File: src/rtl/touch_adc_responder.sv
// Slave side of a touch-controller ADC link: receives a control byte, answers with a 12- or 8-bit sample.
// Outputs respond 3 cclk after a touch_clk pin edge; chip-select release aborts any frame.
module touch_adc_responder (
    input  logic        cclk,
    input  logic        rstb,
    input  logic        touch_clk,
    input  logic        touch_csb,
    input  logic        touch_din,
    output logic        touch_dout,
    output logic        touch_busy,
    input  logic [11:0] x_val,
    input  logic [11:0] y_val,
    input  logic [11:0] z1_val,
    input  logic [11:0] z2_val,
    output logic [7:0]  ctrl_byte,
    output logic        ctrl_valid
);

    localparam logic [1:0] ST_IDLE = 2'd0;
    localparam logic [1:0] ST_CMD  = 2'd1;
    localparam logic [1:0] ST_CONV = 2'd2;
    localparam logic [1:0] ST_DATA = 2'd3;

    logic [1:0]  clk_sync;
    logic [1:0]  csb_sync;
    logic [1:0]  din_sync;
    logic        clk_dly;
    logic        clk_rise;
    logic        clk_fall;
    logic        csb_s;
    logic        din_s;

    logic [1:0]  state;
    logic [3:0]  bit_cnt;
    logic [6:0]  cmd_sr;
    logic [7:0]  cmd_next;
    logic [11:0] out_sr;
    logic [3:0]  out_len;
    logic [3:0]  out_cnt;
    logic [11:0] sel_val;

    // Synchronizers reset to the idle line levels so no spurious edge follows reset.
    always_ff @(posedge cclk or negedge rstb) begin
        if (!rstb) begin
            clk_sync <= 2'b00;
            csb_sync <= 2'b11;
            din_sync <= 2'b00;
            clk_dly  <= 1'b0;
        end else begin
            clk_sync <= {clk_sync[0], touch_clk};
            csb_sync <= {csb_sync[0], touch_csb};
            din_sync <= {din_sync[0], touch_din};
            clk_dly  <= clk_sync[1];
        end
    end

    assign clk_rise = clk_sync[1] & ~clk_dly;
    assign clk_fall = ~clk_sync[1] & clk_dly;
    assign csb_s    = csb_sync[1];
    assign din_s    = din_sync[1];
    assign cmd_next = {cmd_sr, din_s};

    always_comb begin
        sel_val = 12'h000;
        case (cmd_next[6:4])
            3'b101:  sel_val = x_val;
            3'b001:  sel_val = y_val;
            3'b011:  sel_val = z1_val;
            3'b100:  sel_val = z2_val;
            default: sel_val = 12'h000;
        endcase
    end

    always_ff @(posedge cclk or negedge rstb) begin
        if (!rstb) begin
            state      <= ST_IDLE;
            bit_cnt    <= 4'd0;
            cmd_sr     <= 7'd0;
            out_sr     <= 12'h000;
            out_len    <= 4'd12;
            out_cnt    <= 4'd0;
            touch_dout <= 1'b0;
            touch_busy <= 1'b0;
            ctrl_byte  <= 8'h00;
            ctrl_valid <= 1'b0;
        end else begin
            ctrl_valid <= 1'b0;
            // Chip-select release beats any coincident clock edge.
            if (csb_s) begin
                state      <= ST_IDLE;
                bit_cnt    <= 4'd0;
                out_cnt    <= 4'd0;
                touch_dout <= 1'b0;
                touch_busy <= 1'b0;
            end else begin
                case (state)
                    ST_IDLE: begin
                        if (clk_rise && din_s) begin
                            state   <= ST_CMD;
                            bit_cnt <= 4'd1;
                            cmd_sr  <= 7'd1;
                        end
                    end
                    ST_CMD: begin
                        if (clk_rise) begin
                            cmd_sr  <= cmd_next[6:0];
                            bit_cnt <= bit_cnt + 4'd1;
                            if (bit_cnt == 4'd7) begin
                                ctrl_byte  <= cmd_next;
                                ctrl_valid <= 1'b1;
                                touch_busy <= 1'b1;
                                bit_cnt    <= 4'd0;
                                state      <= ST_CONV;
                                // 8-bit mode left-aligns the upper byte so shifting stays MSB-first.
                                out_sr     <= cmd_next[3] ? {sel_val[11:4], 4'h0} : sel_val;
                                out_len    <= cmd_next[3] ? 4'd8 : 4'd12;
                            end
                        end
                    end
                    ST_CONV: begin
                        if (clk_fall) begin
                            touch_busy <= 1'b0;
                            touch_dout <= out_sr[11];
                            out_sr     <= {out_sr[10:0], 1'b0};
                            out_cnt    <= 4'd1;
                            state      <= ST_DATA;
                        end
                    end
                    ST_DATA: begin
                        if (clk_fall) begin
                            if (out_cnt == out_len) begin
                                touch_dout <= 1'b0;
                                out_cnt    <= 4'd0;
                                state      <= ST_IDLE;
                            end else begin
                                touch_dout <= out_sr[11];
                                out_sr     <= {out_sr[10:0], 1'b0};
                                out_cnt    <= out_cnt + 4'd1;
                            end
                        end
                    end
                    default: state <= ST_IDLE;
                endcase
            end
        end
    end

endmodule

File: config.mk
export PLATFORM = sky130hd
export DESIGN_NAME = touch_adc_responder
export DESIGN_NICKNAME = d
export VERILOG_FILES = /design/src/rtl/touch_adc_responder.sv
export SDC_FILE = /design/constraint.sdc
export NUM_CORES = 1
export LEC_CHECK = 0
export CAP_MARGIN = 20
export CORE_ASPECT_RATIO = 0.8
export CORE_UTILIZATION = 49
export CTS_CLUSTER_DIAMETER = 60
export CTS_CLUSTER_SIZE = 20
export DETAILED_ROUTE_END_ITERATION = 10
export PLACE_DENSITY_LB_ADDON = 0.2
export REMOVE_ABC_BUFFERS = 1
export SETUP_SLACK_MARGIN = 0.5
export SYNTH_ARGS = -nofsm -noshare
export SYNTH_HDL_FRONTEND = slang
export SYNTH_SLANG_ARGS = --single-unit
export TNS_END_PERCENT = 20
File: constraint.sdc
create_clock -name cclk -period 2.8 [get_ports cclk]
set_input_delay 0.42 -clock cclk [delete_from_list [all_inputs] [get_ports cclk]]
set_output_delay 0.42 -clock cclk [all_outputs]
set_load 0.05 [all_outputs]
# --- After elaboration in Yosys (flattened, before gate mapping) ---
# Cells that the tools add are included.
classes:
  n_addsub: 2
  eq_ne: 21
  muxes: 44
  bitwise: 5
  n_reduce_logical: 14
op_table:
  columns: ["cell", "count"]
  rows:
  - ["12-bit two-way mux", 5]
  - ["12-bit case mux with 4 select lines", 1]
  - ["4-bit two-way mux", 9]
  - ["12-bit case mux with 3 select lines", 1]
  - ["3-bit inequality test, second input constant", 6]
  - ["4-bit case mux with 2 select lines", 2]
  - ["2-bit two-way mux", 7]
  - ["7-bit two-way mux", 2]
  - ["7-bit case mux with 2 select lines", 1]
  - ["1-bit two-way mux", 12]
  - ["2-bit inequality test, second input constant", 6]
  - ["4-bit AND reduction", 3]
  - ["3-bit nonzero test", 4]
  - ["4-bit by 1-bit adder with 4-bit output, second input constant", 2]
  - ["2-bit case mux with 4 select lines", 1]
  - ["7-bit AND reduction", 1]
  - ["3-bit == test, second input constant", 2]
  - ["3-bit AND reduction", 2]
  - ["6-bit AND reduction", 1]
  - ["2-bit == test, second input constant", 2]
  - ["4-bit by 3-bit == test with 1-bit output, second input constant", 1]
  - ["4-bit == test", 1]
  - ["1-bit case mux with 2 select lines", 2]
  - ["3-bit by 1-bit == test with 1-bit output, second input constant", 1]
  - ["8 further kinds", 11]
word_totals:
  reg_bits: 51
  inputBits: 53
  out_inout_bits: 11

# --- Logic depth before layout (Yosys ltp) ---
# Gate-level depths: netlist of the first run.
logic_depth:
  ltp_word: 6
  depth_mapped: 8

# --- Worst setup path after synthesis of the first run ---
# OpenSTA, ideal clock, no wires.
synth_path:
  kind: "register to register"
  startpoint: "reg state[0]"
  endpoint: "reg state[0]"
  setup_time_ns: 0.128
  arrival_ns: 1.930
  required_ns: 2.672
  path_slack_ns: 0.743
  stages_incl_launch_ff: 8
  n_path_buf: 2
  cell_sequence: "dfrtp_1 > ha_1 > buf_6 > or2_1 > clkbuf_2 > o31a_1 > a221oi_2 > mux2_1"
synth_via:
  elab_chain_cells: 3
  elab_cells_between_ends: 13
  cone_classes: "eq/ne: 9; mux: 2; reduce/logical: 2"
synth_lines:
  columns: ["item", "line", "rtl"]
  rows:
  - ["from (decl)", "33", "logic [1:0] state;"]
  - ["from (signal assigned)", "76", "state <= ST_IDLE;"]
  - ["from (signal assigned)", "90", "state <= ST_IDLE;"]
  - ["from (signal assigned)", "99", "state <= ST_CMD;"]
  - ["2-bit == test (tied with other cells)", "96", "case (state)"]
  - ["3-bit inequality test (no line) or 2-bit case mux with 4 select lines (tied branches)", null, null]
  - ["6-bit AND reduction (no line) or 2-bit two-way mux (tied branches)", null, null]
# Several ways; a longest one is shown, not always the timed one.
# A chain may end at the register's enable or synchronous reset.

# --- Worst setup path after layout of the first run ---
# Same ends and word-level chain as after synthesis.

==> flow_summary.yaml, run 1 <==
global_routing:
  grt_pass1_vias: 1869
  grt_pass1_wl_um: 9540
  antenna_found_initial: 0
  track_usage: 0.217
  grt_overflow: 0
  grt_max_degree: 49
sta:
  slew_headroom: 0.471
  fin_ws_ns: 0.623
  fin_crit_sh: 0.777
  worst_pin_slew_ns: 0.791
  fin_skew_ns: 0.00476
  final_max_slew_viol_count: 0
  max_freq_ghz: 0.459
  hold_violations: 0
  tns_ns: 0
  min_period_ns: 2.18
  finalSetupViolations: 0
  grt_setup_unrepaired: "true"
worst_setup_path:
  worstPathArrival_ns: 2.37
  cp-start-kind: "register"
  end_kind: "register"
  critPathTopFamily: "compound AO/OA/AOI/OAI gates"
  crit_cells: 6
  max_stage_delay_ns: 0.43
  r2r_cells: 6
  worstPathCellList: "inv_1 > ha_1 > or2_4 > o31a_1 > a221oi_2 > mux2_1"
  cp_num_buf_inv: 1
  worst_path_max_delay_cell: "dfrtp_1"
  cp_max_fo: 14
  worstSetupPathType: "register to register"
  worstPathRequired_ns: 2.99
synthesis:
  syn_area_per_cell_um2: 10.7
  syn_area_mm2: 0.00262
  async_reset_ff_frac: 1.00
  ys.flop_type: "dfrtp_1"
  synthCells: 245
  synth-edff-count: 0
  seq_area_frac_synth: 0.460
  synth-seq-cells: 48
  synth_cell_types: 47
  synth_warnings: 0
drt:
  drcViolationCount: 0
  final_antenna_net_count: 0
  routed_wl_um: 5910
  drt-vias-per-instance: 5.73
  wl_per_cell_um: 15.9
  drt_iter0_markers: 184
  first_pass_iters: 4
  via_count: 2131
layout:
  final_util: 0.681
  final_nets: 369
  final_cells: 372
  fillerInstances: 406
  multiInputGateArea_mm2: 0.00128
  area_growth_pct: 31.7
  drive_above_1_share: 0.161
  seq_area_mm2: 0.00120
  final_area_mm2: 0.00345
  num_antenna_cells: 0
floorplanning:
  start_util: 0.517
  die_x_um: 83.7
  row_count: 23
  core_mm2: 0.00506
  die_area_mm2: 0.00564
  io_pins: 64
  die_y_um: 67.4
placement:
  place_area_mm2: 0.00330
  gp_congestion: 0.834
  place_ws_ns: 0.505
  hpwl_um: 4230
  io_buffers: 63
  place_inst: 359
clocking:
  htree_levels: 2
  clkLatencyLatePin_ns: 0.30
  clk_pin_slew_ns: 0.09
  cts_sinks: 48
  cts-root-buf: "clkbuf_8"
  numCtsBuffers: 5
  clockBufferDepth: 2
  cts_tree: "yes"
power_and_ir_drop:
  power.density_mw_per_mm2: 498
  vdd_drop_max_v: 0.000320
  p_leak_nw: 1.45
min_path:
  hp-class: "register to register"
  hold_depth: 0
flow_run:
  maxCapViolCount: 0
status:
  status: "finished clean"
timing repair:
item                                    in CTS  in global routing
buffers inserted                             0                  3
endpoints found under the setup margin       1                  9
hold buffers                                 0                  1
gates resized for setup                      1                  0
hold endpoints to repair                     0                  7
logic make-up (layout without fill, tap and decap cells):
logic type                 count (synthesis)  count (layout)  share of synthesized area
AOI/OAI and AO/OA                         65              65                      0.187
xor gates and xnor gates                   1               1                    0.00335
adders and majority gates                  7               7                     0.0334
buffers and inverters                     34              99                     0.0535
DFF                                       48              48                      0.460
muxes                                     37              37                      0.150
and+or+nand+nor                           53              53                      0.112
where the power goes:
group | leakage (nW) | total (mW) | switching [mW] | internal (mW)
Combinational | 0.770 | 0.501 | 0.263 | 0.238
Clock | 0.0434 | 0.436 | 0.236 | 0.200
Sequential | 0.641 | 0.780 | 0.0440 | 0.736
path summary, 6_finish.rpt:
kind	startpoint	endpoint	slack (ns)
hold / removal	din_sync[0]$_DFF_PN0_	din_sync[1]$_DFF_PN0_	0.35
setup / recovery	state[0]$_DFFE_PN0P_	state[0]$_DFFE_PN0P_	0.62
setup reg to reg	state[0]$_DFFE_PN0P_	state[0]$_DFFE_PN0P_	0.62
max in group asynchronous	rstb	out_len[2]$_DFFE_PN1P_	1.77
min in group asynchronous	rstb	out_cnt[2]$_DFFE_PN0P_	0.49
hold reg to reg	din_sync[0]$_DFF_PN0_	din_sync[1]$_DFF_PN0_	0.35
through the flow:
stage                     hold slack (ns)  power (mW)
after floorplan                     0.124        1.07
after global placement              0.331        1.25
after detailed placement            0.336        1.26
after CTS                           0.335        1.70
after global routing                0.364        1.82
final                               0.352        1.72
cell usage in the layout (no fill, tap or decap), drive strengths merged, types with 3 or more instances in the layout:
cell / count
clkdlybuf4s50: 62
dfrtp: 45
mux2i: 19
mux2: 18
inv: 17
o21ai: 17
nor2: 11
buf: 11
a32oi: 9
a21oi: 9
a2bb2oi: 8
nand3b: 7
nand2: 7
nor2b: 7
ha: 7
nand3: 6
clkbuf: 6
a31o: 4
nor3: 4
o2bb2ai: 3
a222oi: 3
dfstp: 3
or2: 3
synthesized netlist by cell type (all sizes together) (2+ instances only):
master | count | area share
nand3b | 7 | 0.020
nand2b | 2 | 0.0048
a222oi | 3 | 0.011
mux2i | 19 | 0.073
dfrtp | 45 | 0.43
buf | 4 | 0.010
o2bb2ai | 3 | 0.010
nand3 | 6 | 0.011
or2 | 3 | 0.0072
nor3 | 4 | 0.0096
nor2 | 11 | 0.016
o21a | 2 | 0.0057
a31o | 4 | 0.013
dfstp | 3 | 0.030
a32oi | 9 | 0.030
o21ai | 17 | 0.032
nor2b | 7 | 0.017
clkbuf | 13 | 0.019
a2bb2oi | 8 | 0.027
ha | 7 | 0.033
inv | 17 | 0.024
mux2 | 18 | 0.077
nand2 | 7 | 0.010
a21oi | 9 | 0.017
a311oi | 2 | 0.0091
routing by layer:
layer	part of all wire	vias up	GRT usage	wire, um
met4	0.0081	0	0.0508	48
met2	0.45	59	0.329	2640
met3	0.060	7	0.0611	352
met5	0	-	0	0
li1	-	1026	-	-
met1	0.49	1039	0.312	2870
final cells by class:
type / instances / share of cell area
Multi-Input combinational cell: 163 / 0.372
Sequential cell: 48 / 0.349
Inverter: 17 / 0.0185
Tap cell: 62 / 0.0225
Clock buffer: 6 / 0.0239
Timing Repair Buffer: 74 / 0.210
Clock inverter: 2 / 0.00435
sequential cells by signal, indices dropped and copies added, names as in the netlist:
| register | cells |
|---|---|
| out_sr | 12 |
| ctrl_byte | 8 |
| cmd_sr | 7 |
| bit_cnt | 4 |
| out_cnt | 4 |
| clk_sync | 2 |
| csb_sync | 2 |
| din_sync | 2 |
| state | 2 |
| clk_dly | 1 |
| ctrl_valid | 1 |
| out_len | 1 |
| touch_busy | 1 |
| touch_dout | 1 |
Note: power is estimated with default switching activity, not from simulation.
==> inputs of run 2 (changes only) <==
- clock period: 2.8 -> 2.1 ns (I/O delays scaled with it)
==> flow_summary.yaml, run 2 (same netlist as run 1, synthesis figures left out) <==
placement:
  gp_congestion: 0.772
  place_area_mm2: 0.00338
  place_ws_ns: 0.0964
  place_inst: 368
  io_buffers: 63
  hpwl_um: 4370
layout:
  num_antenna_cells: 0
  final_cell_mix: "62 x clkdlybuf4s50_1, 44 x dfrtp_1, 32 x buf_4"
  final_cells: 399
  drive_above_1_share: 0.267
  final_area_mm2: 0.00380
  reg.largest.list: "out_sr (12), ctrl_byte (8), cmd_sr (7)"
  area_growth_pct: 45.1
  regMostFlops: "out_sr"
  fillerInstances: 347
  largest_register_ffs: 12
  final_util: 0.750
  final_common_cell: "clkdlybuf4s50_1"
  final_nets: 396
  seq_area_mm2: 0.00121
  multiInputGateArea_mm2: 0.00140
floorplanning:
  core_mm2: 0.00506
  start_util: 0.517
  die_x_um: 83.7
  row_count: 23
  die_area_mm2: 0.00564
  die_y_um: 67.4
  io_pins: 64
status:
  status: "finished clean"
clocking:
  cts_tree: "yes"
  clk_pin_slew_ns: 0.09
  clkLatencyLatePin_ns: 0.31
  numCtsBuffers: 5
  cts_sinks: 48
  clockBufferDepth: 2
  htree_levels: 2
  hold_buffers: 0
  cts-root-buf: "clkbuf_8"
power_and_ir_drop:
  vdd_drop_max_v: 0.000591
  p_comb_frac: 0.371
  total_power_mw: 2.76
  power.density_mw_per_mm2: 726
  p_seq_frac: 0.379
  clockPowerShare: 0.250
  switching_share: 0.320
  internal_power_mw: 1.88
  p_leak_nw: 1.62
  p_sw_mw: 0.883
sta:
  min_period_ns: 1.91
  finalSetupViolations: 0
  grt_setup_unrepaired: "true"
  fin_skew_ns: 0.00818
  final_max_slew_viol_count: 0
  max_freq_ghz: 0.524
  worst_pin_slew_ns: 0.593
  fin_ws_ns: 0.190
  timing.hold.ws_ns: 0.0803
  slew_headroom: 0.605
  hold_violations: 0
  fin_crit_sh: 0.910
  tns_ns: 0
worst_setup_path:
  cp-start-kind: "register"
  worstPathCellList: "ha_2 > or2_1 > o31a_1 > a221oi_2 > mux2_1"
  worst_path_max_delay_cell: "dfrtp_2"
  end_kind: "register"
  worstPathRequired_ns: 2.30
  max_stage_delay_ns: 0.46
  worstPathArrival_ns: 2.11
  cp_max_fo: 4
  worstSetupPathType: "register to register"
  critPathTopFamily: "compound AO/OA/AOI/OAI gates"
  cp_num_buf_inv: 0
drt:
  drt_iter0_markers: 106
  first_pass_iters: 5
  routed_wl_um: 7030
  drt-vias-per-instance: 5.76
  drcViolationCount: 0
  wl_per_cell_um: 17.6
  via_count: 2300
  final_antenna_net_count: 0
global_routing:
  grt_pass1_wl_um: 10800
  track_usage: 0.245
  grt_overflow: 0
  antenna_found_initial: 0
  grt_pass1_vias: 2218
  grt_max_degree: 49
min_path:
  hp-class: "input port to async pin"
flow_run:
  maxCapViolCount: 0
-- run 2: worst paths after layout --
check | cells after the start | from | to | slack [ns]
worst max-delay path | 5 | state[0]$_DFFE_PN0P_ | state[0]$_DFFE_PN0P_ | 0.19
worst min-delay path | 2 | rstb | touch_dout$_DFFE_PN0P_ | 0.08
worst max register to register | 5 | state[0]$_DFFE_PN0P_ | state[0]$_DFFE_PN0P_ | 0.19
worst min register to register | 0 | clk_sync[0]$_DFF_PN0_ | clk_sync[1]$_DFF_PN0_ | 0.35
max in group asynchronous | 2 | rstb | state[0]$_DFFE_PN0P_ | 1.60
min in group cclk | 0 | clk_sync[0]$_DFF_PN0_ | clk_sync[1]$_DFF_PN0_ | 0.35
-- run 2: power by group through the flow --
stage	logic, mW	clock network [mW]	registers [mW]
final	1.02	0.689	1.05
after CTS	0.822	0.701	1.04
after floorplan	0.392	0	1.04
after detailed placement	0.673	0	1.05
after global routing	1.10	0.748	1.05
after global placement	0.662	0	1.05
-- run 2: layout make-up --
type	instances	area share
Tap cell	62	0.0204
Inverter	17	0.0175
Multi-Input combinational cell	163	0.367
Timing Repair Buffer	101	0.247
Clock inverter	3	0.0122
Sequential cell	48	0.317
Clock buffer	5	0.0181
-- run 2: routing by layer --
metal | global-route usage | vias to the layer above | wire length [um]
met1 | 0.324 | 1147 | 3210
met5 | 0 | - | 0
met4 | 0.0932 | 0 | 97
met2 | 0.404 | 60 | 3410
li1 | - | 1082 | -
met3 | 0.0526 | 11 | 318
-- run 2: what timing repair did --
action,CTS,global route
pin swaps,3,3
hold endpoints to repair,0,0
gates cloned,1,1
gates resized for setup,22,14
setup buffers,12,9
setup endpoints to repair,48,48
